===== src/rtl/control_registro_datos_if.sv =====
// Bus between the serializer control block and its external 8-bit shift
// register. The master side requests transfers and supplies the register's
// MSB output; the slave side (the controller) drives mode, load data and status.
interface control_registro_datos_if;
   logic       inicio;
   logic [7:0] dato;
   logic       q0;
   logic       s0;
   logic       s1;
   logic [7:0] p;
   logic       ser_out;
   logic       bit_valid;
   logic       busy;
   logic       done;

   modport master (
      output inicio, dato, q0,
      input  s0, s1, p, ser_out, bit_valid, busy, done
   );

   modport slave (
      input  inicio, dato, q0,
      output s0, s1, p, ser_out, bit_valid, busy, done
   );
endinterface


===== src/rtl/control_registro_datos.sv =====
// Controller that loads a byte into an external universal shift register and
// clocks it out MSB first, holding each bit for DIV clock cycles. Mode select
// and status are Moore outputs decoded from the state and the two counters;
// ser_out passes the register's Q0 through only while shifting.
module control_registro_datos #(
   parameter int DIV = 4
) (
   input  logic clock,
   input  logic reset_n,
   control_registro_datos_if.slave bus
);

   typedef enum logic [1:0] {IDLE, LOAD, SHIFT, DONE} state_t;

   state_t     r_state;
   state_t     w_next;
   logic [7:0] r_div;
   logic [2:0] r_bit;
   logic [7:0] r_p;

   logic       w_last_cyc;
   logic       w_s0;
   logic       w_s1;
   logic       w_busy;
   logic       w_done;
   logic       w_bit_valid;
   logic       w_ser_out;

   // Last cycle of the current bit period.
   assign w_last_cyc = (r_div == 8'(DIV - 1));

   // State register.
   always_ff @(posedge clock or negedge reset_n) begin
      if (!reset_n) r_state <= IDLE;
      else          r_state <= w_next;
   end

   // Next-state logic and Moore output decode.
   always_comb begin
      w_next      = r_state;
      w_s0        = 1'b0;
      w_s1        = 1'b0;
      w_busy      = 1'b0;
      w_done      = 1'b0;
      w_bit_valid = 1'b0;
      w_ser_out   = 1'b0;
      case (r_state)
         IDLE: begin
            if (bus.inicio) w_next = LOAD;
         end
         LOAD: begin
            w_s1   = 1'b1;
            w_s0   = 1'b1;
            w_busy = 1'b1;
            w_next = SHIFT;
         end
         SHIFT: begin
            w_busy      = 1'b1;
            w_bit_valid = (r_div == 8'd0);
            w_ser_out   = bus.q0;
            if (w_last_cyc) begin
               // The final bit leaves the register untouched; only bits 0..6 advance it.
               if (r_bit == 3'd7) w_next = DONE;
               else               w_s1   = 1'b1;
            end
         end
         DONE: begin
            w_done = 1'b1;
            w_next = IDLE;
         end
         default: w_next = IDLE;
      endcase
   end

   // Divider and bit counter; both restart on every load.
   always_ff @(posedge clock or negedge reset_n) begin
      if (!reset_n) begin
         r_div <= 8'd0;
         r_bit <= 3'd0;
      end else if (r_state == SHIFT) begin
         if (w_last_cyc) begin
            r_div <= 8'd0;
            if (r_bit != 3'd7) r_bit <= r_bit + 3'd1;
         end else begin
            r_div <= r_div + 8'd1;
         end
      end else begin
         r_div <= 8'd0;
         r_bit <= 3'd0;
      end
   end

   // Parallel-load data, captured only when a request is accepted in IDLE.
   always_ff @(posedge clock or negedge reset_n) begin
      if (!reset_n)                         r_p <= 8'h00;
      else if (r_state == IDLE && bus.inicio) r_p <= bus.dato;
   end

   assign bus.s0        = w_s0;
   assign bus.s1        = w_s1;
   assign bus.p         = r_p;
   assign bus.busy      = w_busy;
   assign bus.done      = w_done;
   assign bus.bit_valid = w_bit_valid;
   assign bus.ser_out   = w_ser_out;

endmodule

===== src/flat_wrapper.sv =====
// flat-port wrapper written by rule: the top's interface ports become plain ports
module control_registro_datos_flat 
#(
   parameter int DIV = 4
)
  (clock, reset_n, bus_inicio, bus_dato, bus_q0, bus_s0, bus_s1, bus_p, bus_ser_out, bus_bit_valid, bus_busy, bus_done);
  control_registro_datos_if bus_i ();
  input  logic clock;
  input  logic reset_n;
  input wire logic [$bits(bus_i.inicio)-1:0] bus_inicio;
  input wire logic [$bits(bus_i.dato)-1:0] bus_dato;
  input wire logic [$bits(bus_i.q0)-1:0] bus_q0;
  output wire logic [$bits(bus_i.s0)-1:0] bus_s0;
  output wire logic [$bits(bus_i.s1)-1:0] bus_s1;
  output wire logic [$bits(bus_i.p)-1:0] bus_p;
  output wire logic [$bits(bus_i.ser_out)-1:0] bus_ser_out;
  output wire logic [$bits(bus_i.bit_valid)-1:0] bus_bit_valid;
  output wire logic [$bits(bus_i.busy)-1:0] bus_busy;
  output wire logic [$bits(bus_i.done)-1:0] bus_done;
  assign bus_i.inicio = bus_inicio;
  assign bus_i.dato = bus_dato;
  assign bus_i.q0 = bus_q0;
  assign bus_s0 = bus_i.s0;
  assign bus_s1 = bus_i.s1;
  assign bus_p = bus_i.p;
  assign bus_ser_out = bus_i.ser_out;
  assign bus_bit_valid = bus_i.bit_valid;
  assign bus_busy = bus_i.busy;
  assign bus_done = bus_i.done;
  control_registro_datos #(.DIV(DIV)) u_core (.clock(clock), .reset_n(reset_n), .bus(bus_i));
endmodule

===== config.mk =====
export PLATFORM = sky130hd
export DESIGN_NAME = control_registro_datos_flat
export DESIGN_NICKNAME = d
export VERILOG_FILES = /design/src/rtl/control_registro_datos_if.sv /design/src/rtl/control_registro_datos.sv /design/src/flat_wrapper.sv
export SDC_FILE = /design/constraint.sdc
export NUM_CORES = 1
export LEC_CHECK = 0
export BUFFER_PORTS_ARGS = -buffer_cell sky130_fd_sc_hd__buf_2
export CAP_MARGIN = 20
export CORE_MARGIN = 4
export CORE_UTILIZATION = 58
export CTS_BUF_LIST = sky130_fd_sc_hd__clkbuf_4 sky130_fd_sc_hd__clkbuf_8
export CTS_CLUSTER_DIAMETER = 50
export DETAILED_ROUTE_END_ITERATION = 6
export GPL_TIMING_DRIVEN = 0
export PLACE_DENSITY = 0.85
export SLEW_MARGIN = 20
export SYNTH_ARGS = -nofsm -noshare
export SYNTH_HDL_FRONTEND = slang
export SYNTH_SLANG_ARGS = --single-unit

===== constraint.sdc =====
create_clock -name clock -period 3.6 [get_ports clock]
set_clock_uncertainty 0.1 [all_clocks]
set_input_delay 0.36 -clock clock [delete_from_list [all_inputs] [get_ports clock]]
set_output_delay 0.36 -clock clock [all_outputs]
set_load 0.005 [all_outputs]

; ---- Yosys cells after proc, flatten, opt, wreduce, memory -nomap -nowiden
; Index checks and enable logic that the tools add are counted.
[totals]
regBits = 21
latchBits = 0
mem_bits_rw = 0
mem_bits_ro = 0
in_bits = 12
output_inout_bits = 14
word_cells = 39
memories = 0
[op_classes]
n_addsub = 2
multipliers = 0
div_mod_pow = 0
order_cmp = 0
n_eq_ne = 10
n_shift = 0
muxes = 17
bitwise_logic = 0
reduce_logical = 6
[op_table]
columns = cell, n
row1 = two-way mux 8 bit, 2
row2 = two-way mux 3 bit, 3
row3 = "adder 8 x 1 -> 8 bit, second input constant", 1
row4 = "== test 8 x 2 -> 1 bit, second input constant", 1
row5 = zero test 8 bit, 1
row6 = case mux 2 bit (4 select lines), 1
row7 = two-way mux 1 bit, 7
row8 = two-way mux 2 bit, 3
row9 = "== test 2 bit, second input constant", 2
row10 = "inequality test 2 x 1 -> 1 bit, second input constant", 2
row11 = "inequality test 2 bit, second input constant", 2
row12 = "adder 3 x 1 -> 3 bit, second input constant", 1
row13 = "== test 3 bit, second input constant", 1
row14 = "inequality test 3 bit, second input constant", 1
row15 = AND reduction 3 bit, 1
row16 = "== test 2 x 1 -> 1 bit, second input constant", 1
row17 = zero test 2 bit, 1
row18 = case mux 1 bit (2 select lines), 1
row19 = AND reduction 2 bit, 1
row20 = OR reduction 2 bit, 1
row21 = logical AND 1 bit, 1

; ---- Depth between registers and ports, before layout
[logic_depth]
depth_word = 4
ltp_mapped = 6
depth_no_buf = 6

; ---- Worst setup path before layout
; OpenSTA, ideal clock, no wires.
[synth_path]
path_type = register -> output
startpoint = register u_core.r_div[2]
endpoint = output bus_s1
arrival_time_ns = 1.461
path_slack_ns = 1.679
path_stages_with_launch = 5
n_path_buf = 0
cell_sequence = dfrtp_1 > or4_4 > nor3_1 > a31oi_1 > nor2b_1
[synth_between]
elab_chain_cells = 3
[synth_rtl]
columns = item, line_no
row1 = "start, declared", control_registro_datos.sv:17  ; logic [7:0] r_div;
row2 = "start signal, assigned", control_registro_datos.sv:85  ; r_div <= r_div + 8'd1;
row3 = == test 8 x 2 -> 1 bit, control_registro_datos.sv:30  ; assign w_last_cyc = (r_div == 8'(DIV - 1));
row4 = two-way mux 1 bit, control_registro_datos.sv:61  ; if (w_last_cyc) begin
row5 = case mux 1 bit (2 select lines), control_registro_datos.sv:47  ; case (r_state)
row6 = "end, declared", flat_wrapper.sv:14  ; output wire logic [$bits(bus_i.s1)-1:0] bus_s1;
; Every way passes these cells.

; ---- Final worst setup path
; Same ends and word-level chain as after synthesis.

==> results.md <==
* Status: completed
* CTS root buffer: clkbuf_4
* RSZ-0062 raised after global routing: false
* Synth Area in Compound Gates at 0.0519
* Synth Warn # at 0
* Design internal power at between 500 and 600 uW
* Top_reg_cell synth: dfrtp_1
* Fin. max-slew vios at 0
* WL per Instance at 12.5 um
* Most frequent cells in the layout: buf_2, dfrtp_1, ha_1
* Gr usage total at 0.171
* Post-route ant nets at 0
* Post-synth top area cell: dfrtp_1
* Post-synthesis simple-gate area fraction at 0.188
* Inserted Diodes at 0
* Final worst-path cycle share at 0.697
* First-pass GRT wire length at ~3.3 mm
* Clock Power Share at 0.146
* Area Growth Syn to Fin at 18.5%
* Core region area at about 1700 um2
* Clock sink count at 21
* R2R setup slack at ~1.6 ns
* Post-DP HPWL at about 1.5 mm
* Die Ht at between 50 and 60 um
* WHS at 0.184 ns
* Worst IR Drop VDD at approximately 400 uV
* Number of distinct library cells after synthesis at 26
* Post-synthesis net count at 112
* Die area at ~2600 um2
* Async set-or-reset flop fraction in the synthesized netlist at 1.00
* Remaining DRCs at 0
* Worst R2R Start: u_core.r_div[0]
* WL final at 1.83 mm
* Post-layout min period at between 2 and 3 ns
* Worst Setup EP: bus_s1
* CTS max path bufs at 2
* Commonest non-fill, non-tap cell in the layout: buf_2
* FF-to-FF path depth at 5
* Initial Utilization at 0.614
* # port buffers at 25
* Layout Utilization at 0.728
* Hold Path Class: input port to flop
* Syn_area_per_cell at ~12 um2
* Grt total ovfl at 0
* Max-cap violations at 0
* Final setup TNS at 0 ns
* Cts bufs inserted at 3
* Number of synthesized flops with an enable pin at 0
* Fillers at ~160
* Worst Tran Pin Value at 0.448 ns
* Sw power at about 280 uW
* Synth Register Bits at 21
* Critical path required time at between 3 and 4 ns
* PD cells at between 600 and 700 nW/um2
* Multiplexer area fraction after synthesis at 0.0992
* CP arrival at ~2.1 ns
* Sequential share of power at 0.416
* Logic pwr share at 0.438
* Post-CTS Resized at 0
* Worst-path fanout max at 6
* Adder-cell share of the synthesized area at 0.106
* Number of DRC markers in iteration 0 at 4
* Die width at 50.7 um
* Worst Setup SP: u_core.r_div[2]
* Net Sw Frac at 0.340
* Register area share after synthesis at 0.496
* Post-CTS setup buffer count at 0
* Initial DRT Pass Iterations at 3
* Syn Inst Count at 91
* P_leak at between 0.0006 and 0.0007 uW
* Max Clk Rate at between 0.3 and 0.4 GHz
* Clk_lat worst skew at 0.30 ns
* Top cells by area, synth: dfrtp_1, ha_1, mux2_2, and2_1, xnor2_1
* Final nets at 143
* CTS tree: yes
* CP Class: flop to output pin
* Initial antenna violation count at 0
* Hold Fails Final Rpt at 0
* Site row count at 15
* Startpoint class of the critical path: flop
* Largest net degree at the start of global routing at 22
* Endpoints failing setup at 0
* Hold_buf cts at 1
* Ports at 26
* H-Tree Depth at 1
* Yosys top cell area share at 0.496
* Vias in the first global route at roughly 770
* GP Congestion at between 0.7 and 0.8
* Drt via density at 5.07
* CP Capture Type: output pin
* Xor and xnor fraction of the mapped netlist area at 0.0413
* Combinational family with the most area after synthesis: simple AND/OR/NAND/NOR gates
* RR Endpoint: u_core.r_state[1]
* Reg clk slew, reported paths at between 0.1 and 0.15 ns
* Slew headroom at 0.701
* Mapped Area at ~1100 um2
* Vias at 740
* Layout cells sized above 1 at 0.355
-- flip-flops by register name (all words and copies together), names as in the netlist --
register / count
u_core.bus.p: 8
u_core.r_bit: 3
u_core.r_state: 2
u_core.r_div: 8
-- power groups by stage --
| stage | Clock, uW | Sequential (uW) | Combinational, uW |
|---|---|---|---|
| CTS | 123 | 345 | 369 |
| floorplan | 0 | 348 | 229 |
| detailed placement | 0 | 350 | 366 |
| global route | 135 | 354 | 413 |
| global placement | 0 | 343 | 352 |
| finish | 120 | 343 | 361 |
-- area by class of cell --
class	instances	area, um2	share of cell area
Sequential cell	21	526	0.418
Tap cell	25	31.3	0.0249
Timing Repair Buffer	26	135	0.108
Multi-Input combinational cell	65	515	0.410
Buffer	1	3.75	0.00299
Clock buffer	4	30.0	0.0239
Inverter	4	15.0	0.0120
-- synthesized netlist by cell type, types with 2 or more instances --
master,number
xor2_1,2
mux2_2,8
dfrtp_1,21
ha_1,9
nand2_1,5
nor3_1,3
and3_1,2
nand3_1,5
nor2b_1,4
o21ai_0,3
nor2_1,4
xnor2_1,3
a21oi_1,2
inv_1,4
and2_1,5
-- kinds of logic after synthesis --
group	after synthesis
AO/OA/AOI/OAI	8
multiplexers	9
AND/OR/NAND/NOR	34
flip-flops	21
adder cells (fa/ha/maj)	9
buffers and inverters	5
XOR/XNOR	5
-- stage by stage --
| step | worst slack, ns | instance area (um2) | power (uW) | cells |
|---|---|---|---|---|
| 2_1_floorplan | 1.68 | 1060 | 577 | 91 |
| 3_3_place_gp | 1.44 | 1220 | 694 | 141 |
| 3_5_place_dp | 1.43 | 1220 | 717 | 141 |
| 4_1_cts | 1.08 | 1260 | 837 | 146 |
| 5_1_grt | 0.916 | 1260 | 902 | 146 |
| 6_report | 1.09 | 1260 | 824 | 146 |
-- worst min path at each step --
stage	startpoint	endpoint	slack (ns)	cells past startpoint
after detailed placement	reset_n	u_core.r_div[3]	0.24	1
after floorplan	reset_n	u_core.bus.p[0]	-0.04	0
after global placement	reset_n	u_core.r_div[5]	0.23	1
after global routing	bus_dato[4]	u_core.bus.p[4]	0.18	2
after CTS	bus_dato[1]	u_core.bus.p[1]	0.18	2
final	bus_dato[4]	u_core.bus.p[4]	0.18	2
-- routing by layer --
layer  wire length [um]  global-route usage
met1                762               0.210
met2                965               0.302
met3                 72              0.0297
met4                 27              0.0538
met5                  0                   0
-- worst max-delay path, cell delays in order (launching register included) --
cell	delay, ns
dfrtp_1	0.45
or4_4	0.60
nor3_1	0.32
a31oi_1	0.15
nor2b_1	0.11
buf_2	0.11
Note: power is estimated with default switching activity, not from simulation.
